## config.mk

```make
export PLATFORM = sky130hd
export DESIGN_NAME = keypad_matrix_scanner
export DESIGN_NICKNAME = d
export VERILOG_FILES = /design/src/rtl/keypad_pkg.sv /design/src/rtl/keypad_key_filter.sv /design/src/rtl/keypad_matrix_scanner.sv
export SDC_FILE = /design/constraint.sdc
export NUM_CORES = 1
export LEC_CHECK = 0
export ABC_AREA = 1
export CELL_PAD_IN_SITES_DETAIL_PLACEMENT = 0
export CELL_PAD_IN_SITES_GLOBAL_PLACEMENT = 1
export CORE_MARGIN = 8
export CORE_UTILIZATION = 48
export CTS_CLUSTER_DIAMETER = 100
export DETAILED_ROUTE_END_ITERATION = 8
export PLACE_DENSITY_LB_ADDON = 0.1
export SLEW_MARGIN = 10
export SYNTH_ARGS = -nofsm -noshare
export SYNTH_HDL_FRONTEND = slang
export SYNTH_SLANG_ARGS = --single-unit
```

## constraint.sdc

```tcl
create_clock -name clk_i -period 7.9 [get_ports clk_i]
set_input_delay 2.37 -clock clk_i [delete_from_list [all_inputs] [get_ports clk_i]]
set_output_delay 2.37 -clock clk_i [all_outputs]
set_load 0.01 [all_outputs]
```

## src/rtl/keypad_pkg.sv

```systemverilog
// Shared keypad constants, legacy 4x4 legend lookup and event record type.
// The counter width bounds DEBOUNCE at 15 frames.
package keypad_pkg;

    localparam int CNT_W = 4;

    // Matrix index (row*4 + col) of each legend on the legacy 4x4 pad.
    localparam int KEY_1 = 0;
    localparam int KEY_2 = 1;
    localparam int KEY_3 = 2;
    localparam int KEY_A = 3;
    localparam int KEY_4 = 4;
    localparam int KEY_5 = 5;
    localparam int KEY_6 = 6;
    localparam int KEY_B = 7;
    localparam int KEY_7 = 8;
    localparam int KEY_8 = 9;
    localparam int KEY_9 = 10;
    localparam int KEY_C = 11;
    localparam int KEY_E = 12;
    localparam int KEY_0 = 13;
    localparam int KEY_F = 14;
    localparam int KEY_D = 15;

    typedef struct packed {
        logic [7:0] code;
        logic       is_release;
    } key_event_t;

    localparam logic [3:0] LEGEND_4X4 [16] = '{
        4'h1, 4'h2, 4'h3, 4'hA,
        4'h4, 4'h5, 4'h6, 4'hB,
        4'h7, 4'h8, 4'h9, 4'hC,
        4'hE, 4'h0, 4'hF, 4'hD
    };

    function automatic logic [3:0] keymap_4x4(input logic [3:0] idx);
        return LEGEND_4X4[idx];
    endfunction

endpackage

```

## src/rtl/keypad_key_filter.sv

```systemverilog
// One key's debounce counter and debounced bit; the counter moves only at frame end.
// eligible_o reflects the next count so the top can present an event the following cycle.
module keypad_key_filter
    import keypad_pkg::*;
#(
    parameter int DEBOUNCE = 4
) (
    input  logic clk_i,
    input  logic reset_i,
    input  logic frame_end_i,
    input  logic raw_i,
    input  logic hold_i,
    input  logic commit_i,
    output logic eligible_o,
    output logic down_o
);

    localparam logic [CNT_W-1:0] LIMIT = CNT_W'(DEBOUNCE);

    logic [CNT_W-1:0] cnt_q;
    logic [CNT_W-1:0] cnt_d;
    logic             down_q;
    logic             down_d;

    always_comb begin
        cnt_d  = cnt_q;
        down_d = down_q;
        if (commit_i) begin
            cnt_d  = '0;
            down_d = ~down_q;
        end else if (frame_end_i && !hold_i) begin
            if (raw_i == down_q) begin
                cnt_d = '0;
            end else if (cnt_q != LIMIT) begin
                cnt_d = cnt_q + CNT_W'(1);
            end
        end
    end

    always_ff @(posedge clk_i) begin
        if (reset_i) begin
            cnt_q  <= '0;
            down_q <= 1'b0;
        end else begin
            cnt_q  <= cnt_d;
            down_q <= down_d;
        end
    end

    assign eligible_o = (cnt_d == LIMIT);
    assign down_o     = down_q;

endmodule

```

## src/rtl/keypad_matrix_scanner.sv

```systemverilog
// Row-scanned keypad with per-key debounce; events appear 1 cycle after the frame end that qualifies them.
// A presented event holds code/release stable until ev_ready_i; the key change commits only on acceptance.
module keypad_matrix_scanner
    import keypad_pkg::*;
#(
    parameter  int NROWS    = 4,
    parameter  int NCOLS    = 4,
    parameter  int SCAN_DIV = 65536,
    parameter  int DEBOUNCE = 4,
    localparam int KW       = $clog2(NROWS * NCOLS)
) (
    input  logic                     clk_i,
    input  logic                     reset_i,
    output logic [NROWS-1:0]         rows_o,
    input  logic [NCOLS-1:0]         cols_i,
    output logic                     ev_valid_o,
    input  logic                     ev_ready_i,
    output logic [KW-1:0]            ev_code_o,
    output logic                     ev_release_o,
    output logic [NROWS*NCOLS-1:0]   key_down_o,
    output logic                     any_down_o
);

    localparam int NKEYS = NROWS * NCOLS;
    localparam int DW    = $clog2(SCAN_DIV);
    localparam logic [DW-1:0]    DWELL_LAST = DW'(SCAN_DIV - 1);
    localparam logic [NROWS-1:0] ROWS_RESET = {{(NROWS-1){1'b1}}, 1'b0};

    logic [NCOLS-1:0] sync1_q;
    logic [NCOLS-1:0] sync2_q;
    logic [DW-1:0]    dwell_q;
    logic [DW-1:0]    dwell_d;
    logic [NROWS-1:0] rows_q;
    logic [NROWS-1:0] rows_d;
    logic [NKEYS-1:0] raw_q;
    logic [NKEYS-1:0] raw_d;
    logic             sample;
    logic             frame_end;

    logic [NKEYS-1:0] eligible;
    logic [NKEYS-1:0] down;
    logic [NKEYS-1:0] commit;
    logic [NKEYS-1:0] hold;

    logic             ev_valid_q;
    logic             ev_valid_d;
    logic [KW-1:0]    ev_code_q;
    logic [KW-1:0]    ev_code_d;
    logic             ev_release_q;
    logic             ev_release_d;
    logic             any_down_q;
    logic             any_down_d;
    logic             accept;
    logic             found;
    logic [KW-1:0]    pick;

    assign sample    = (dwell_q == DWELL_LAST);
    assign frame_end = sample && !rows_q[NROWS-1];
    assign accept    = ev_valid_q && ev_ready_i;

    // raw_d already carries the row being sampled, so at frame end the filters see the full frame.
    always_comb begin
        dwell_d = sample ? '0 : dwell_q + DW'(1);
        rows_d  = sample ? {rows_q[NROWS-2:0], rows_q[NROWS-1]} : rows_q;
        raw_d   = raw_q;
        for (int r = 0; r < NROWS; r++) begin
            for (int c = 0; c < NCOLS; c++) begin
                if (sample && !rows_q[r]) begin
                    raw_d[r*NCOLS + c] = ~sync2_q[c];
                end
            end
        end
    end

    for (genvar i = 0; i < NKEYS; i++) begin : g_key
        assign commit[i] = accept && (ev_code_q == KW'(i));
        assign hold[i]   = ev_valid_q && !ev_ready_i && (ev_code_q == KW'(i));

        keypad_key_filter #(
            .DEBOUNCE (DEBOUNCE)
        ) u_filter (
            .clk_i       (clk_i),
            .reset_i     (reset_i),
            .frame_end_i (frame_end),
            .raw_i       (raw_d[i]),
            .hold_i      (hold[i]),
            .commit_i    (commit[i]),
            .eligible_o  (eligible[i]),
            .down_o      (down[i])
        );
    end

    always_comb begin
        found = 1'b0;
        pick  = '0;
        for (int i = NKEYS - 1; i >= 0; i--) begin
            if (eligible[i]) begin
                found = 1'b1;
                pick  = KW'(i);
            end
        end
    end

    // The accepted key's counter clears in the same cycle, so it never wins the reload.
    always_comb begin
        ev_valid_d   = ev_valid_q;
        ev_code_d    = ev_code_q;
        ev_release_d = ev_release_q;
        if (!ev_valid_q || accept) begin
            ev_valid_d = found;
            if (found) begin
                ev_code_d    = pick;
                ev_release_d = down[pick];
            end
        end
        any_down_d = |(down ^ commit);
    end

    always_ff @(posedge clk_i) begin
        if (reset_i) begin
            sync1_q      <= '0;
            sync2_q      <= '0;
            dwell_q      <= '0;
            rows_q       <= ROWS_RESET;
            raw_q        <= '0;
            ev_valid_q   <= 1'b0;
            ev_code_q    <= '0;
            ev_release_q <= 1'b0;
            any_down_q   <= 1'b0;
        end else begin
            sync1_q      <= cols_i;
            sync2_q      <= sync1_q;
            dwell_q      <= dwell_d;
            rows_q       <= rows_d;
            raw_q        <= raw_d;
            ev_valid_q   <= ev_valid_d;
            ev_code_q    <= ev_code_d;
            ev_release_q <= ev_release_d;
            any_down_q   <= any_down_d;
        end
    end

    assign rows_o       = rows_q;
    assign ev_valid_o   = ev_valid_q;
    assign ev_code_o    = ev_code_q;
    assign ev_release_o = ev_release_q;
    assign key_down_o   = down;
    assign any_down_o   = any_down_q;

endmodule

```

==> impl_metrics.csv, run 1 <==
group,metric,value,unit
yosys,yosysTopAreaCell,"dfxtp_1",
floorplanning,die_height,142,um
floorplanning,die_area,0.0202,mm2
placed_design,dp_slack,1.82,ns
sta,rsz0062_at_grt,"false",
global_route,grt_antenna_before_repair,0,
power_and_ir_drop,power.total,1.49,mW
yosys,yosysTopAreaCellShare,34.4,%
yosys,synth_area_per_cell,7.11,um2
sta,hold_viol,0,
final_layout,drive_gt1_share,8.36,%
clock_network,holdBufCountCts,0,
clock_network,postCtsSetupBuffers,0,
setup_path,cp-end-kind,"flip-flop",
yosys,mappedNetlistArea,0.00762,mm2
yosys,ys_ff_latch,131,
setup_path,required,8.22,ns
detailed_routing,drt_wl_total,18800,um
clock_network,htreeDepth,4,
detailed_routing,drc,0,
yosys,mappedNetlistNets,1111,
setup_path,reg2reg_slack,4.12,ns
clock_network,cts_root_buf,"clkbuf_16",
power_and_ir_drop,p_int,1.18,mW
global_route,grt_pass1_wl,30700,um
sta,setup_violations,0,
setup_path,cp_max_fo,15,
yosys,synthCells,1071,
worst_hold_path,hp-start,"sync1_q[1]",
final_layout,final_cells,1316,
yosys,yosysMostFrequentCell,"nand2_1",
clock_network,cts_made_buffers,17,
floorplanning,ioPinCount,34,
clock_network,clkTransAtPathRegs,0.06,ns
clock_network,cts_resized,0,
sta,tns,0,ns
clock_network,insertion_delay,0.42,ns
placed_design,numPortBuffers,33,
detailed_routing,ant_nets,0,
worst_hold_path,hp-class,"flip-flop to flip-flop",
detailed_routing,wire_per_inst,14.3,um
sta,fin_crit_sh,73.8,%
clock_network,clock-sinks,131,
power_and_ir_drop,vdd_drop_max,0.000147,V
setup_path,cp.arrival,6.15,ns
clock_network,clockBufferDepth,2,
sta,drv_slew,0,
final_layout,seq_area,0.00262,mm2
power_and_ir_drop,p_sw,310,uW
yosys,ys_seq_area_share,34.4,%
sta,clock.fmax,0.172,GHz
sta,worstMarginPinSlew,0.953,ns
placed_design,dp.cells,1286,
detailed_routing,via_per_inst,5.05,
power_and_ir_drop,leakagePower,3.73,nW
final_layout,n_antenna_cell,0,
yosys,yosysUniqueCellTypes,59,
power_and_ir_drop,pwr-share-seq,44.7,%
floorplanning,die_w,142,um
sta,fin_crit,5.83,ns
detailed_routing,first_pass_iters,5,
placed_design,hpwlAfterDp,13900,um
global_route,grt_max_degree,89,
sta,layout_setup_ws,2.07,ns
power_and_ir_drop,comb_power_share,1.3,%
final_layout,multiInputGateArea,0.00414,mm2
yosys,synthTopCellsByCount,"nand2_1, nor2_1, inv_1",
clock_network,cts_tree,"done",
floorplanning,initial_core_util,48.5,%
setup_path,worstReg2RegStart,"ev_valid_o",
detailed_routing,vias,6649,
floorplanning,core_area,0.0157,mm2
detailed_routing,drt_iter0_drc,299,
setup_path,crit_type,"primary input to flip-flop",
status,outcome,"completed",
final_layout,nets,1129,
final_layout,nFillCells,1534,
final_layout,syn2layout_area_growth,12.9,%
power_and_ir_drop,powerDensity,174,mW/mm2
flow_run,maxCapViolCount,0,
setup_path,start_kind,"primary input",
floorplanning,rows,46,
global_route,overflow,0,
global_route,grt_pass1_vias,6114,
yosys,synth-edff-count,0,
placed_design,gp_congestion,0.882,
yosys,yosys_warnings,0,
global_route,gr-usage-all-layers,19.4,%
power_and_ir_drop,swShare,20.8,%
yosys,synth_flop_cell,"dfxtp_1",
setup_path,timing.critical_path.from,"ev_ready_i",
sta,clock_skew,0.00744,ns
yosys,synthArstFlopShare,0,%
sta,relSlewSlack,36.5,%
yosys,synthTopCellsByArea,"dfxtp_1, nand2_1, nor2_1",
power_and_ir_drop,clkPwrFrac,54.1,%
[final cells by class]
class | count | share of cell area (%)
well taps | 216 | 3.14
clock inverters | 10 | 1.54
clock buffers | 20 | 5.42
multi-input cells | 736 | 48.1
repair buffers | 34 | 3.90
flip-flops and latches | 131 | 30.5
inverters | 169 | 7.39
[power by group through the flow]
stage                     clock network (mW)  logic (mW)  registers, mW
after floorplan                            0      0.0128          0.680
after global placement                     0      0.0195          0.682
after detailed placement                   0      0.0197          0.682
after CTS                              0.823      0.0196          0.667
after global routing                   0.854      0.0212          0.667
final                                  0.808      0.0191          0.667
[flip-flops by register name, indices dropped and copies added (netlist names)]
register / count
any_down_o: 1
sync1_q: 4
dwell_q: 16
ev_code_o: 4
sync2_q: 4
g_key.u_filter.cnt_q: 64
rows_o: 4
raw_q: 16
ev_valid_o: 1
ev_release_o: 1
g_key.u_filter.down_o: 16
[worst paths after layout]
check / to / cells past startpoint
max: ev_release_o / 22
min: sync2_q[1] / 2
max reg2reg: ev_release_o / 22
min reg2reg: sync2_q[1] / 2
[cells by family after synthesis]
group           after synthesis  synth area share [%]
simple gates                513                  30.1
xor+xnor                     73                  8.49
buf+inv                     204                  11.2
fa+ha+maj                    33                  5.42
compound gates              117                  10.4
flops                       131                  34.4
[layer usage]
metal | track usage [%] | routed length (um) | up-vias
met3 | 4.73 | 995 | 23
met1 | 24.9 | 8980 | 3044
met4 | 7.24 | 353 | 0
met5 | 0 | 0 | -
met2 | 30.9 | 8440 | 142
li1 | - | - | 3440
[metrics by stage]
stage	util, %	hold slack, ns	instance area [um2]
after floorplan	-	0.388	7620
after global placement	51.0	0.389	8010
after detailed placement	51.0	0.395	8010
after CTS	54.8	0.402	8610
after global routing	54.8	0.413	8610
final	54.8	0.401	8610
[layout by cell type (no fill, tap or decap), types with 3 or more instances in the layout]
master | netlist | routed
dfxtp_1 | 131 | 131
o21ai_1 | 17 | 17
nor3_1 | 18 | 18
clkbuf_16 | 0 | 17
bufinv_16 | 0 | 3
o21ai_0 | 28 | 28
clkbuf_8 | 0 | 3
nor2_2 | 7 | 7
nand2_4 | 4 | 4
inv_1 | 145 | 145
and2_1 | 3 | 3
nor2_1 | 151 | 151
nand2_2 | 8 | 8
nand2_1 | 192 | 192
o221ai_1 | 4 | 4
nand3_1 | 97 | 97
nand3_2 | 4 | 4
o211ai_1 | 12 | 12
a31oi_1 | 9 | 9
or2_1 | 5 | 5
inv_2 | 17 | 17
clkinvlp_4 | 0 | 3
xor2_1 | 52 | 52
a21oi_2 | 3 | 3
clkinv_2 | 1 | 5
a31oi_2 | 4 | 4
a21oi_1 | 17 | 17
nand4_1 | 11 | 11
clkdlybuf4s50_1 | 0 | 32
xnor2_1 | 20 | 20
a22o_1 | 4 | 4
ha_1 | 33 | 33
clkinv_1 | 6 | 6
[worst max-delay path, cell delays in order]
cell	delay, ns
clkdlybuf4s50_1	0.47
nor2_2	0.62
inv_1	0.36
o21ai_1	0.47
inv_2	0.07
o21ai_1	0.19
nor2_1	0.10
a22o_1	0.21
nand2_1	0.07
inv_1	0.04
nor3_1	0.32
nor2_1	0.13
nand2_1	0.12
inv_1	0.04
nand2_1	0.14
inv_1	0.08
nand3_1	0.09
nand2_1	0.06
nand2_1	0.05
nand3_1	0.06
nand2_1	0.06
inv_1	0.04
(Power assumes the default switching activity.)
==> inputs of run 2 (changes only) <==
Settings changed: CORE_UTILIZATION 48 to 45.
Clock period 7.9 ns to 5.4 ns, I/O delays scaled along.
==> impl_metrics.csv, run 2 (synthesis results as in run 1) <==
group,metric,value,unit
clock_network,clock-sinks,131,
global_route,grt_pass1_wl,31300,um
sta,tns,0,ns
setup_path,path_common_cell,"nand2_1",
detailed_routing,drc,0,
final_layout,top_register,"g_key.u_filter.cnt_q",
final_layout,syn2layout_area_growth,13.2,%
setup_path,crit_slowest_cell,"clkdlybuf4s50_1",
clock_network,insertion_delay,0.42,ns
clock_network,cts_tree,"done",
floorplanning,ioPinCount,34,
global_route,grt_antenna_before_repair,0,
detailed_routing,via_per_inst,4.94,
floorplanning,die_w,146,um
global_route,gr-usage-all-layers,18.1,%
final_layout,nFillCells,1716,
clock_network,clockBufferDepth,2,
clock_network,clkTransAtPathRegs,0.06,ns
setup_path,cp-end-kind,"flip-flop",
global_route,grt_pass1_vias,6325,
power_and_ir_drop,powerDensity,253,mW/mm2
clock_network,cts_resized,0,
floorplanning,die_area,0.0214,mm2
global_route,overflow,0,
sta,hold_viol,0,
power_and_ir_drop,vdd_drop_max,0.000267,V
sta,relSlewSlack,57.2,%
sta,setup_violations,0,
flow_run,maxCapViolCount,0,
final_layout,nets,1131,
setup_path,start_kind,"primary input",
placed_design,numPortBuffers,33,
clock_network,holdBufCountCts,0,
floorplanning,initial_core_util,45.9,%
final_layout,final_cell_mix,"nand2_1, nor2_1, inv_1",
detailed_routing,vias,6545,
placed_design,place_area,0.00803,mm2
sta,fin_crit_sh,84.1,%
clock_network,htreeDepth,4,
final_layout,n_antenna_cell,0,
sta,fin_crit,4.54,ns
sta,worstMarginPinSlew,0.643,ns
placed_design,hpwlAfterDp,14200,um
setup_path,crit_path_max_incr_delay,0.47,ns
sta,clock.fmax,0.220,GHz
detailed_routing,ant_nets,0,
setup_path,crit_type,"primary input to flip-flop",
setup_path,required,5.72,ns
floorplanning,rows,47,
floorplanning,die_height,146,um
clock_network,cts_root_buf,"clkbuf_16",
sta,drv_slew,0,
setup_path,cp_max_fo,10,
clock_network,cts_made_buffers,17,
power_and_ir_drop,leakagePower,3.75,nW
setup_path,cp.arrival,4.86,ns
detailed_routing,drt_wl_total,18900,um
global_route,grt_max_degree,60,
floorplanning,core_area,0.0166,mm2
placed_design,gp_congestion,0.863,
sta,clock_skew,0.00682,ns
worst_hold_path,hp-class,"flip-flop to flip-flop",
clock_network,postCtsSetupBuffers,0,
detailed_routing,wire_per_inst,14.2,um
final_layout,final_area,0.00863,mm2
detailed_routing,first_pass_iters,5,
sta,rsz0062_at_grt,"false",
final_layout,largest_reg_flops,64,
detailed_routing,drt_iter0_drc,419,
sta,hold_ws,0.401,ns
power_and_ir_drop,power.total,2.18,mW
final_layout,drive_gt1_share,8.70,%
final_layout,final_common_cell,"nand2_1",
status,outcome,"completed",
[run 2: area by class of cell]
type	count	area [um2]	area share [%]
clock inverters	14	161	1.87
clock buffers	18	439	5.09
multi-input cells	736	4140	48.0
flip-flops and latches	131	2620	30.4
inverters	169	636	7.37
repair buffers	36	350	4.06
well taps	220	275	3.19
[run 2: worst max-delay path, delay by kind of cell]
family,cells,cell delay [ns]
and+or+nand+nor,27,2.19
buffers and inverters,4,0.89
AOI/OAI and AO/OA,1,0.16
[run 2: report_power, final]
group / switching [mW] / internal [mW] / total (mW)
combinational: 0.0210 / 0.00735 / 0.0284
clock: 0.444 / 0.735 / 1.18
sequential: 0.00469 / 0.971 / 0.976
[run 2: metrics by stage]
step	setup slack (ns)	cells	utilization, %
2_1_floorplan	1.52	1071	-
3_3_place_gp	0.516	1292	48.4
3_5_place_dp	0.456	1292	48.4
4_1_cts	0.879	1324	52.0
5_1_grt	0.462	1324	52.0
6_report	0.859	1324	52.0
[run 2: final timing paths]
check	startpoint	to	slack, ns	depth (start not counted)
worst min-delay path	sync1_q[3]	sync2_q[3]	0.40	2
worst max-delay path	ev_ready_i	ev_release_o	0.86	32
worst max register to register	dwell_q[0]	ev_release_o	1.64	30
worst min register to register	sync1_q[3]	sync2_q[3]	0.40	2
[run 2: metal layers]
metal  up-vias  share of wire (%)  global-route usage [%]
met1      2959                 48                    23.3
met5         -                  0                       0
met4         0                1.6                    5.62
met3        21                4.9                    4.60
met2       109                 45                    29.1
li1       3456                  -                       -
==> inputs of run 3 (changes only) <==
Clock period 5.4 ns to 4.5 ns, I/O delays scaled along.
==> impl_metrics.csv, run 3 (synthesis results as in run 1) <==
group,metric,value,unit
status,outcome,"completed",
final_layout,final_cells,1340,
clock_network,insertion_delay,0.42,ns
final_layout,n_antenna_cell,0,
clock_network,cts_resized,0,
sta,clock_skew,0.00897,ns
floorplanning,die_area,0.0214,mm2
final_layout,largest_reg_flops,64,
setup_path,crit_slowest_cell,"clkdlybuf4s50_1",
global_route,grt_pass1_wl,31100,um
setup_path,crit_type,"primary input to flip-flop",
placed_design,dp.cells,1308,
placed_design,hpwlAfterDp,14200,um
clock_network,clockBufferDepth,2,
setup_path,required,4.82,ns
final_layout,syn2layout_area_growth,14.6,%
power_and_ir_drop,leakagePower,3.82,nW
global_route,grt_max_degree,61,
sta,hold_viol,0,
detailed_routing,drt_iter0_drc,319,
power_and_ir_drop,vdd_drop_max,0.000261,V
sta,relSlewSlack,57.5,%
flow_run,maxCapViolCount,0,
detailed_routing,drt_wl_total,18900,um
sta,worstMarginPinSlew,0.637,ns
floorplanning,rows,47,
setup_path,path_common_cell,"nand2_1",
global_route,overflow,0,
global_route,grt_pass1_vias,6240,
floorplanning,initial_core_util,45.9,%
detailed_routing,vias,6567,
worst_hold_path,hp-class,"flip-flop to flip-flop",
setup_path,cp_max_fo,11,
sta,fin_crit,4.09,ns
placed_design,numPortBuffers,33,
final_layout,final_common_cell,"nand2_1",
detailed_routing,via_per_inst,4.90,
final_layout,nets,1147,
detailed_routing,wire_per_inst,14.1,um
setup_path,cp-end-kind,"flip-flop",
power_and_ir_drop,powerDensity,293,mW/mm2
final_layout,drive_gt1_share,10.0,%
clock_network,holdBufCountCts,0,
sta,rsz0062_at_grt,"false",
global_route,gr-usage-all-layers,18.0,%
floorplanning,die_w,146,um
final_layout,top_register,"g_key.u_filter.cnt_q",
clock_network,htreeDepth,4,
clock_network,cts_tree,"done",
sta,drv_slew,0,
detailed_routing,ant_nets,0,
floorplanning,ioPinCount,34,
setup_path,cp.arrival,4.41,ns
clock_network,cts_made_buffers,17,
detailed_routing,drc,0,
clock_network,cts_root_buf,"clkbuf_16",
detailed_routing,first_pass_iters,6,
final_layout,final_cell_mix,"nand2_1, nor2_1, inv_1",
clock_network,clock-sinks,131,
sta,clock.fmax,0.244,GHz
floorplanning,core_area,0.0166,mm2
sta,setup_violations,0,
placed_design,gp_congestion,0.887,
floorplanning,die_height,146,um
sta,fin_crit_sh,91.0,%
setup_path,start_kind,"primary input",
sta,tns,0,ns
setup_path,crit_path_max_incr_delay,0.43,ns
global_route,grt_antenna_before_repair,0,
clock_network,clkTransAtPathRegs,0.06,ns
clock_network,postCtsSetupBuffers,0,
==> run 3: power by group <==
| group | switching (mW) | internal [mW] |
|---|---|---|
| registers | 0.00565 | 1.17 |
| clock network | 0.532 | 0.826 |
| logic | 0.0246 | 0.00881 |
==> run 3: final timing paths <==
check / startpoint / to / slack (ns) / depth (start not counted)
max: ev_ready_i / ev_release_o / 0.41 / 29
min reg2reg: sync1_q[0] / sync2_q[0] / 0.40 / 2
max reg2reg: dwell_q[0] / ev_release_o / 0.79 / 30
min: sync1_q[0] / sync2_q[0] / 0.40 / 2
==> run 3: metal layers <==
| metal | vias to the layer above | wire length (um) | part of all wire, % | GRT usage [%] |
|---|---|---|---|---|
| met3 | 16 | 591 | 3.1 | 4.11 |
| met1 | 2985 | 9320 | 49 | 23.2 |
| li1 | 3472 | - | - | - |
| met4 | 0 | 211 | 1.1 | 4.53 |
| met2 | 94 | 8780 | 46 | 29.9 |
| met5 | - | 0 | 0 | 0 |
==> run 3: cell type report <==
cell class                      count  area (um2)
Inverter                          169         636
Clock buffer                       18         439
Sequential cell                   131        2620
Clock inverter                     14         138
Fill cell                        1690        7850
Tap cell                          220         275
Timing Repair Buffer               52         483
Multi-Input combinational cell    736        4140
==> run 3: worst max-delay path, delay by kind of cell <==
| kind | cells | cell delay, ns |
|---|---|---|
| and+or+nand+nor | 25 | 2.15 |
| buffers and inverters | 3 | 0.74 |
| xor gates and xnor gates | 1 | 0.18 |
==> run 3: through the flow <==
step | power (mW) | worst slack [ns] | cell area, um2 | utilization [%] | hold slack [ns]
floorplan | 1.22 | 0.886 | 7620 | - | 0.388
global placement | 1.23 | 0.0345 | 8160 | 49.2 | 0.392
detailed placement | 1.23 | 0.0409 | 8160 | 49.2 | 0.394
CTS | 2.60 | 0.464 | 8740 | 52.7 | 0.403
global route | 2.65 | 0.115 | 8740 | 52.7 | 0.433
finish | 2.56 | 0.406 | 8740 | 52.7 | 0.403
